<file path="config.mk">
export PLATFORM = sky130hd
export DESIGN_NAME = tff_count_ctrl
export DESIGN_NICKNAME = d
export VERILOG_FILES = /design/src/rtl/tff_count_pkg.sv /design/src/rtl/tff_cell.sv /design/src/rtl/tff_count_ctrl.sv
export SDC_FILE = /design/constraint.sdc
export NUM_CORES = 1
export LEC_CHECK = 0
export CORE_MARGIN = 2
export CORE_UTILIZATION = 30
export CTS_CLUSTER_DIAMETER = 40
export CTS_CLUSTER_SIZE = 28
export DETAILED_ROUTE_END_ITERATION = 8
export DONT_BUFFER_PORTS = 1
export SLEW_MARGIN = 15
export SYNTH_ARGS = -nofsm -noshare
export SYNTH_HDL_FRONTEND = slang
export SYNTH_SLANG_ARGS = --single-unit
</file>
<file path="constraint.sdc">
create_clock -name clk -period 2.6 [get_ports clk]
set_clock_uncertainty 0.2 [all_clocks]
set_input_delay 0.39 -clock clk [delete_from_list [all_inputs] [get_ports clk]]
set_output_delay 0.39 -clock clk [all_outputs]
set_load 0.01 [all_outputs]
</file>
<file path="src/rtl/tff_count_pkg.sv">
// ---------------------------------------------------------------------------
// Package: tff_count_pkg
// Purpose: shared types and constants for the T flip-flop modulo counter
//          controller (tff_count_ctrl) and its cell (tff_cell).
// Contents:
//   state_t   controller FSM states (ST_DONE used only when the one-shot
//             option TFF_COUNT_CTRL_ONESHOT_EN is compiled in)
//   DIR_UP    dir input value for counting up
//   DIR_DOWN  dir input value for counting down
// ---------------------------------------------------------------------------
package tff_count_pkg;

    typedef enum logic [1:0] {
        ST_IDLE = 2'd0,
        ST_RUN  = 2'd1,
        ST_DONE = 2'd2
    } state_t;

    localparam logic DIR_UP   = 1'b0;
    localparam logic DIR_DOWN = 1'b1;

endpackage : tff_count_pkg

</file>
<file path="src/rtl/tff_cell.sv">
// ---------------------------------------------------------------------------
// Module: tff_cell
// Purpose: a single T flip-flop; q inverts on every clock edge where t=1.
// Ports:
//   clk  in  1  clock, state updates on posedge
//   rst  in  1  synchronous reset, active-high, clears q to 0
//   t    in  1  toggle enable
//   q    out 1  flip-flop output
// ---------------------------------------------------------------------------
module tff_cell (
    input  logic clk,
    input  logic rst,
    input  logic t,
    output logic q
);

    logic r_q;

    // NOTE: clocked state uses non-blocking (<=) so every flop samples the
    // pre-edge values; blocking here would race between flops.
    always_ff @(posedge clk) begin
        if (rst) begin
            r_q <= 1'b0;
        end else if (t) begin
            r_q <= ~r_q;
        end
    end

    assign q = r_q;

endmodule : tff_cell

</file>
<file path="src/rtl/tff_count_ctrl.sv">
// ---------------------------------------------------------------------------
// Module: tff_count_ctrl
// Purpose: sequences a bank of WIDTH T flip-flops as a programmable modulo
//          up/down counter. Every cycle the controller computes the per-bit
//          toggle vector t_vec from the current count, direction, captured
//          limit, load and hold; the bank then does q <= q ^ t_vec.
// Parameters:
//   WIDTH     counter width / number of T flip-flops (>= 2)
// Ports:
//   clk       in   1      clock, all state updates on posedge
//   rst       in   1      synchronous reset, active-high
//   start     in   1      IDLE->RUN, captures limit
//   stop      in   1      RUN->IDLE, count retained
//   hold      in   1      in RUN: freeze count, stay in RUN
//   dir       in   1      0=up, 1=down, sampled every cycle
//   load      in   1      force q to load_val on next edge, any state
//   load_val  in   WIDTH  value for load
//   limit     in   WIDTH  modulo top value, captured on start
//   q         out  WIDTH  T flip-flop bank outputs (the count)
//   t_vec     out  WIDTH  toggle enables applied this cycle (combinational)
//   running   out  1      high while the FSM is in RUN
//   wrap      out  1      one-cycle pulse in the cycle q shows a wrapped value
//   done      out  1      one-shot completion pulse (0 unless option built)
// Build option:
//   TFF_COUNT_CTRL_ONESHOT_EN  when defined, the first wrap after start ends
//                              the run through a one-cycle DONE state.
// Per-cycle priority: rst > load > stop > start > hold > count.
// ---------------------------------------------------------------------------
module tff_count_ctrl
    import tff_count_pkg::*;
#(
    parameter int WIDTH = 4
) (
    input  logic             clk,
    input  logic             rst,
    input  logic             start,
    input  logic             stop,
    input  logic             hold,
    input  logic             dir,
    input  logic             load,
    input  logic [WIDTH-1:0] load_val,
    input  logic [WIDTH-1:0] limit,
    output logic [WIDTH-1:0] q,
    output logic [WIDTH-1:0] t_vec,
    output logic             running,
    output logic             wrap,
    output logic             done
);

    state_t             r_state;
    state_t             w_state_next;
    logic [WIDTH-1:0]   r_limit;
    logic               r_wrap;
    logic               w_wrap_next;
    logic               w_capture;
    logic [WIDTH-1:0]   w_q;
    logic [WIDTH-1:0]   w_t_vec;
    logic [WIDTH-1:0]   w_up_t;
    logic [WIDTH-1:0]   w_down_t;
    logic               w_at_top;
    logic               w_at_bottom;
`ifdef TFF_COUNT_CTRL_ONESHOT_EN
    logic               r_done;
    logic               w_done_next;
`endif

    // -----------------------------------------------------------------------
    // Counter storage: one T flip-flop per bit, nothing else writes q.
    // -----------------------------------------------------------------------
    for (genvar gi = 0; gi < WIDTH; gi++) begin : g_cell
        tff_cell u_cell (
            .clk (clk),
            .rst (rst),
            .t   (w_t_vec[gi]),
            .q   (w_q[gi])
        );
    end

    // -----------------------------------------------------------------------
    // Binary count toggles: bit i toggles when all lower bits are 1 (up) or
    // all lower bits are 0 (down). The running carries build &q[i-1:0] and
    // &~q[i-1:0] without variable part-selects.
    // -----------------------------------------------------------------------
    always_comb begin : p_count_toggles
        logic up_carry;
        logic dn_carry;
        up_carry = 1'b1;
        dn_carry = 1'b1;
        w_up_t   = '0;
        w_down_t = '0;
        for (int i = 0; i < WIDTH; i++) begin
            w_up_t[i]   = up_carry;
            w_down_t[i] = dn_carry;
            up_carry    = up_carry & w_q[i];
            dn_carry    = dn_carry & ~w_q[i];
        end
    end

    // All-ones is always a wrap point so a loaded value above the limit
    // still returns to 0 instead of running off the top.
    assign w_at_top    = (w_q == r_limit) || (&w_q);
    assign w_at_bottom = (w_q == '0);

    // -----------------------------------------------------------------------
    // Next-state and toggle selection.
    // -----------------------------------------------------------------------
    // NOTE: every signal written here gets a default first, so no path can
    // leave one unassigned and infer a latch.
    always_comb begin
        w_state_next = r_state;
        w_t_vec      = '0;
        w_wrap_next  = 1'b0;
        w_capture    = 1'b0;
`ifdef TFF_COUNT_CTRL_ONESHOT_EN
        w_done_next  = 1'b0;
`endif
        if (rst) begin
            // bank is being cleared; keep toggles quiet
            w_state_next = ST_IDLE;
        end else if (load) begin
            // q ^ (q ^ load_val) == load_val; the FSM stays where it is,
            // except that DONE always falls back to IDLE.
            w_t_vec = w_q ^ load_val;
            if (r_state == ST_DONE) begin
                w_state_next = ST_IDLE;
            end
        end else begin
            case (r_state)
                ST_IDLE: begin
                    if (start) begin
                        w_state_next = ST_RUN;
                        w_capture    = 1'b1;
                    end
                end
                ST_RUN: begin
                    if (stop) begin
                        w_state_next = ST_IDLE;
                    end else if (hold) begin
                        w_t_vec = '0;
                    end else if ((dir == DIR_UP) ? w_at_top : w_at_bottom) begin
                        // up: clear every set bit; down: q is 0, so toggling
                        // the limit bits lands exactly on the limit.
                        w_t_vec     = (dir == DIR_UP) ? w_q : r_limit;
                        w_wrap_next = 1'b1;
`ifdef TFF_COUNT_CTRL_ONESHOT_EN
                        w_state_next = ST_DONE;
                        w_done_next  = 1'b1;
`endif
                    end else begin
                        w_t_vec = (dir == DIR_UP) ? w_up_t : w_down_t;
                    end
                end
                ST_DONE: begin
                    w_state_next = ST_IDLE;
                end
                default: begin
                    w_state_next = ST_IDLE;
                end
            endcase
        end
    end

    // -----------------------------------------------------------------------
    // Controller registers.
    // -----------------------------------------------------------------------
    always_ff @(posedge clk) begin
        if (rst) begin
            r_state <= ST_IDLE;
            r_limit <= '0;
            r_wrap  <= 1'b0;
        end else begin
            r_state <= w_state_next;
            r_wrap  <= w_wrap_next;
            if (w_capture) begin
                r_limit <= limit;
            end
        end
    end

`ifdef TFF_COUNT_CTRL_ONESHOT_EN
    always_ff @(posedge clk) begin
        if (rst) begin
            r_done <= 1'b0;
        end else begin
            r_done <= w_done_next;
        end
    end
    assign done = r_done;
`else
    assign done = 1'b0;
`endif

    assign q       = w_q;
    assign t_vec   = w_t_vec;
    assign running = (r_state == ST_RUN);
    assign wrap    = r_wrap;

endmodule : tff_count_ctrl
</file>
==> results.cfg <==
[sta]
fin_crit_ns = 2.50
setup_tns_ns = 0
timing.fmax_mhz = 400
setup_viol_count_final = 0
fin_crit_sh_pct = 96.1
tightestPinTransition_ns = 0.667
relSlewSlack_pct = 55.0
hold_slack_ns = 0.0342
final_hold_viol_count = 0
drv_slew = 0

[route]
first_iter_violations = 56
ant_nets = 0
routed_via_density = 5.63
drc = 0
vias = 800
wire_per_inst_um = 14.7
wl_mm = 2.09
first_pass_iters = 4

[power_and_ir_drop]
switching_share_pct = 30.9
p_comb_share_pct = 28.9
seqPwrFrac_pct = 38.5
finalPower_uw = 442
peakVddDrop_mv = 0.192
p_sw_uw = 137
intPower_uw = 306
p_leak_nw = 0.374
pwr-share-clk_pct = 32.6
p_per_area_nw_per_um2 = 465

[yosys]
netlist_area_sq_um = 872
netlist_top_cells_area = dfxtp_1, nor2_1, buf_4
syn_nets = 128
syn_avg_cell_area_sq_um = 7.72
synthCells = 113
yosys.area.top_type = dfxtp_1
synth_top_area_share_pct = 23.0
ys_types = 39
yosys_warnings = 0
ys.flop_type = dfxtp_1
ys_async_sr_fraction_pct = 0
yosysSeqAreaShare_pct = 23.0
ys_ff_latch = 10
synth_edf_count = 0

[global_routing]
gr-usage-met3_pct = 5.58
overflow = 0
grt_usage_pct = 13.3
antenna_found_initial = 0
met2_usage_pct = 20.6
grt_first_pass_wirelength_mm = 3.43
use_met1_pct = 16.8
grt_pass1_vias = 688
grt_max_degree = 16
grt_busiest_layer = met2

[clock_network]
clock-sinks = 10
htreeDepth = 1
clockBufferDepth = 2
cts_buffers = 3
root_buffer = clkbuf_4
clock_latency_ns = 0.27
clkTransAtPathRegs_ns = 0.07
cts_tree = yes

[finish]
fill_cells = 283
syn2layout_area_growth_pct = 9.04
final_cell_mix = nor2_1, dfxtp_1, buf_4, a21oi_1
design_area_sq_um = 951
utilization_pct = 34.5
ff_latch_area_sq_um = 200
final_common_cell = nor2_1
layout-drive-gt1-share_pct = 21.6
antenna-diode-count = 0
multi_input_area_sq_um = 576
layout.nets = 127

[placement]
place_area_sq_um = 857
hpwl_mm = 1.53
gp_congestion = 0.827
port_buffers = 0

[critical_path]
critical_path_arrival_ns = 1.91
crit_fanout = 5
criticalPathCategory = reg -> out
end_kind = output port
required_ns = 2.01
start_kind = register

[job]
cap_viol_max_count = 0

[floorplan]
ios = 26
core.rowCount = 19
die_w_um = 57.9
initial_core_util_pct = 31.6
die_h_um = 57.9
die-area_sq_um = 3350
coreArea_sq_um = 2760

[min_path]
hold_class = in -> reg

[outcome]
outcome = completed
-- sequential cells by signal, indices dropped and copies added, names as in the netlist --
| signal | cells |
|---|---|
| r_state | 1 |
| wrap | 1 |
| g_cell.u_cell.q | 4 |
| r_limit | 4 |
-- logic make-up (layout without fill, tap and decap cells) --
kind of cell | Yosys count | in the layout | share of synthesized area, %
other | 1 | 1 | 0.430
buffers and inverters | 21 | 19 | 13.9
and+or+nand+nor | 39 | 39 | 24.1
DFF | 10 | 10 | 23.0
xor gates and xnor gates | 8 | 8 | 8.03
AOI/OAI and AO/OA | 28 | 28 | 23.1
muxes | 6 | 6 | 7.46
-- final timing paths --
kind	start	end	slack (ns)	cells after the start
hold / removal	load	g_cell[0].u_cell.q$_SDFFE_PP0P_	0.03	1
setup reg to reg	r_limit[3]$_SDFFE_PP0P_	g_cell[2].u_cell.q$_SDFFE_PP0P_	0.66	6
setup / recovery	r_limit[3]$_SDFFE_PP0P_	t_vec[3]	0.10	6
hold reg to reg	r_limit[1]$_SDFFE_PP0P_	r_limit[1]$_SDFFE_PP0P_	0.35	2
-- layer usage --
metal	up-vias	share of wire (%)
li1	387	-
met4	0	1.1
met3	4	10
met2	36	47
met1	373	42
met5	-	0
-- Yosys cell counts (2+ instances only) --
cell and n:
o21a_1 2, mux2i_1 5, o21ai_0 3, a21oi_1 6, nor4_1 3, dfxtp_1 10
nor3b_1 2, inv_1 4, clkbuf_1 6, xor2_1 4, a221oi_1 2, buf_4 9
nor2_1 19, nand2_1 5, a211oi_1 5, nor3_1 2, xnor2_1 4
-- power by group through the flow --
stage	Sequential, mW	Combinational (mW)	Clock [mW]
after detailed placement	0.174	0.108	0
final	0.170	0.128	0.144
after floorplan	0.173	0.105	0
after global placement	0.174	0.106	0
after global routing	0.172	0.141	0.164
after CTS	0.170	0.112	0.149
-- area by class of cell --
cell class / count / area share, %
multi-input cells: 82 / 60.5
flip-flops and latches: 10 / 21.1
repair buffers: 11 / 8.95
well taps: 31 / 4.08
clock buffers: 4 / 3.82
inverters: 4 / 1.58
-- what timing repair did --
action	in CTS	in global routing
endpoints found under the setup margin	0	4
hold endpoints to repair	9	0
buffers inserted	0	3
hold buffers	1	0
gates resized for setup	0	6
-- worst max-delay path, stage by stage (launching register included) --
cell and delay (ns):
dfxtp_1 0.35, xor2_1 0.20, nor4_4 0.30, buf_4 0.19, o311ai_2 0.12, a221oi_1 0.26, o21a_1 0.21
-- metrics by stage --
step | std cells | setup slack, ns
after floorplan | 113 | 0.243
after global placement | 134 | 0.277
after detailed placement | 134 | 0.241
after CTS | 139 | 0.0404
after global routing | 142 | -0.0120
final | 142 | 0.102
Power figures use the tool's default switching activity.
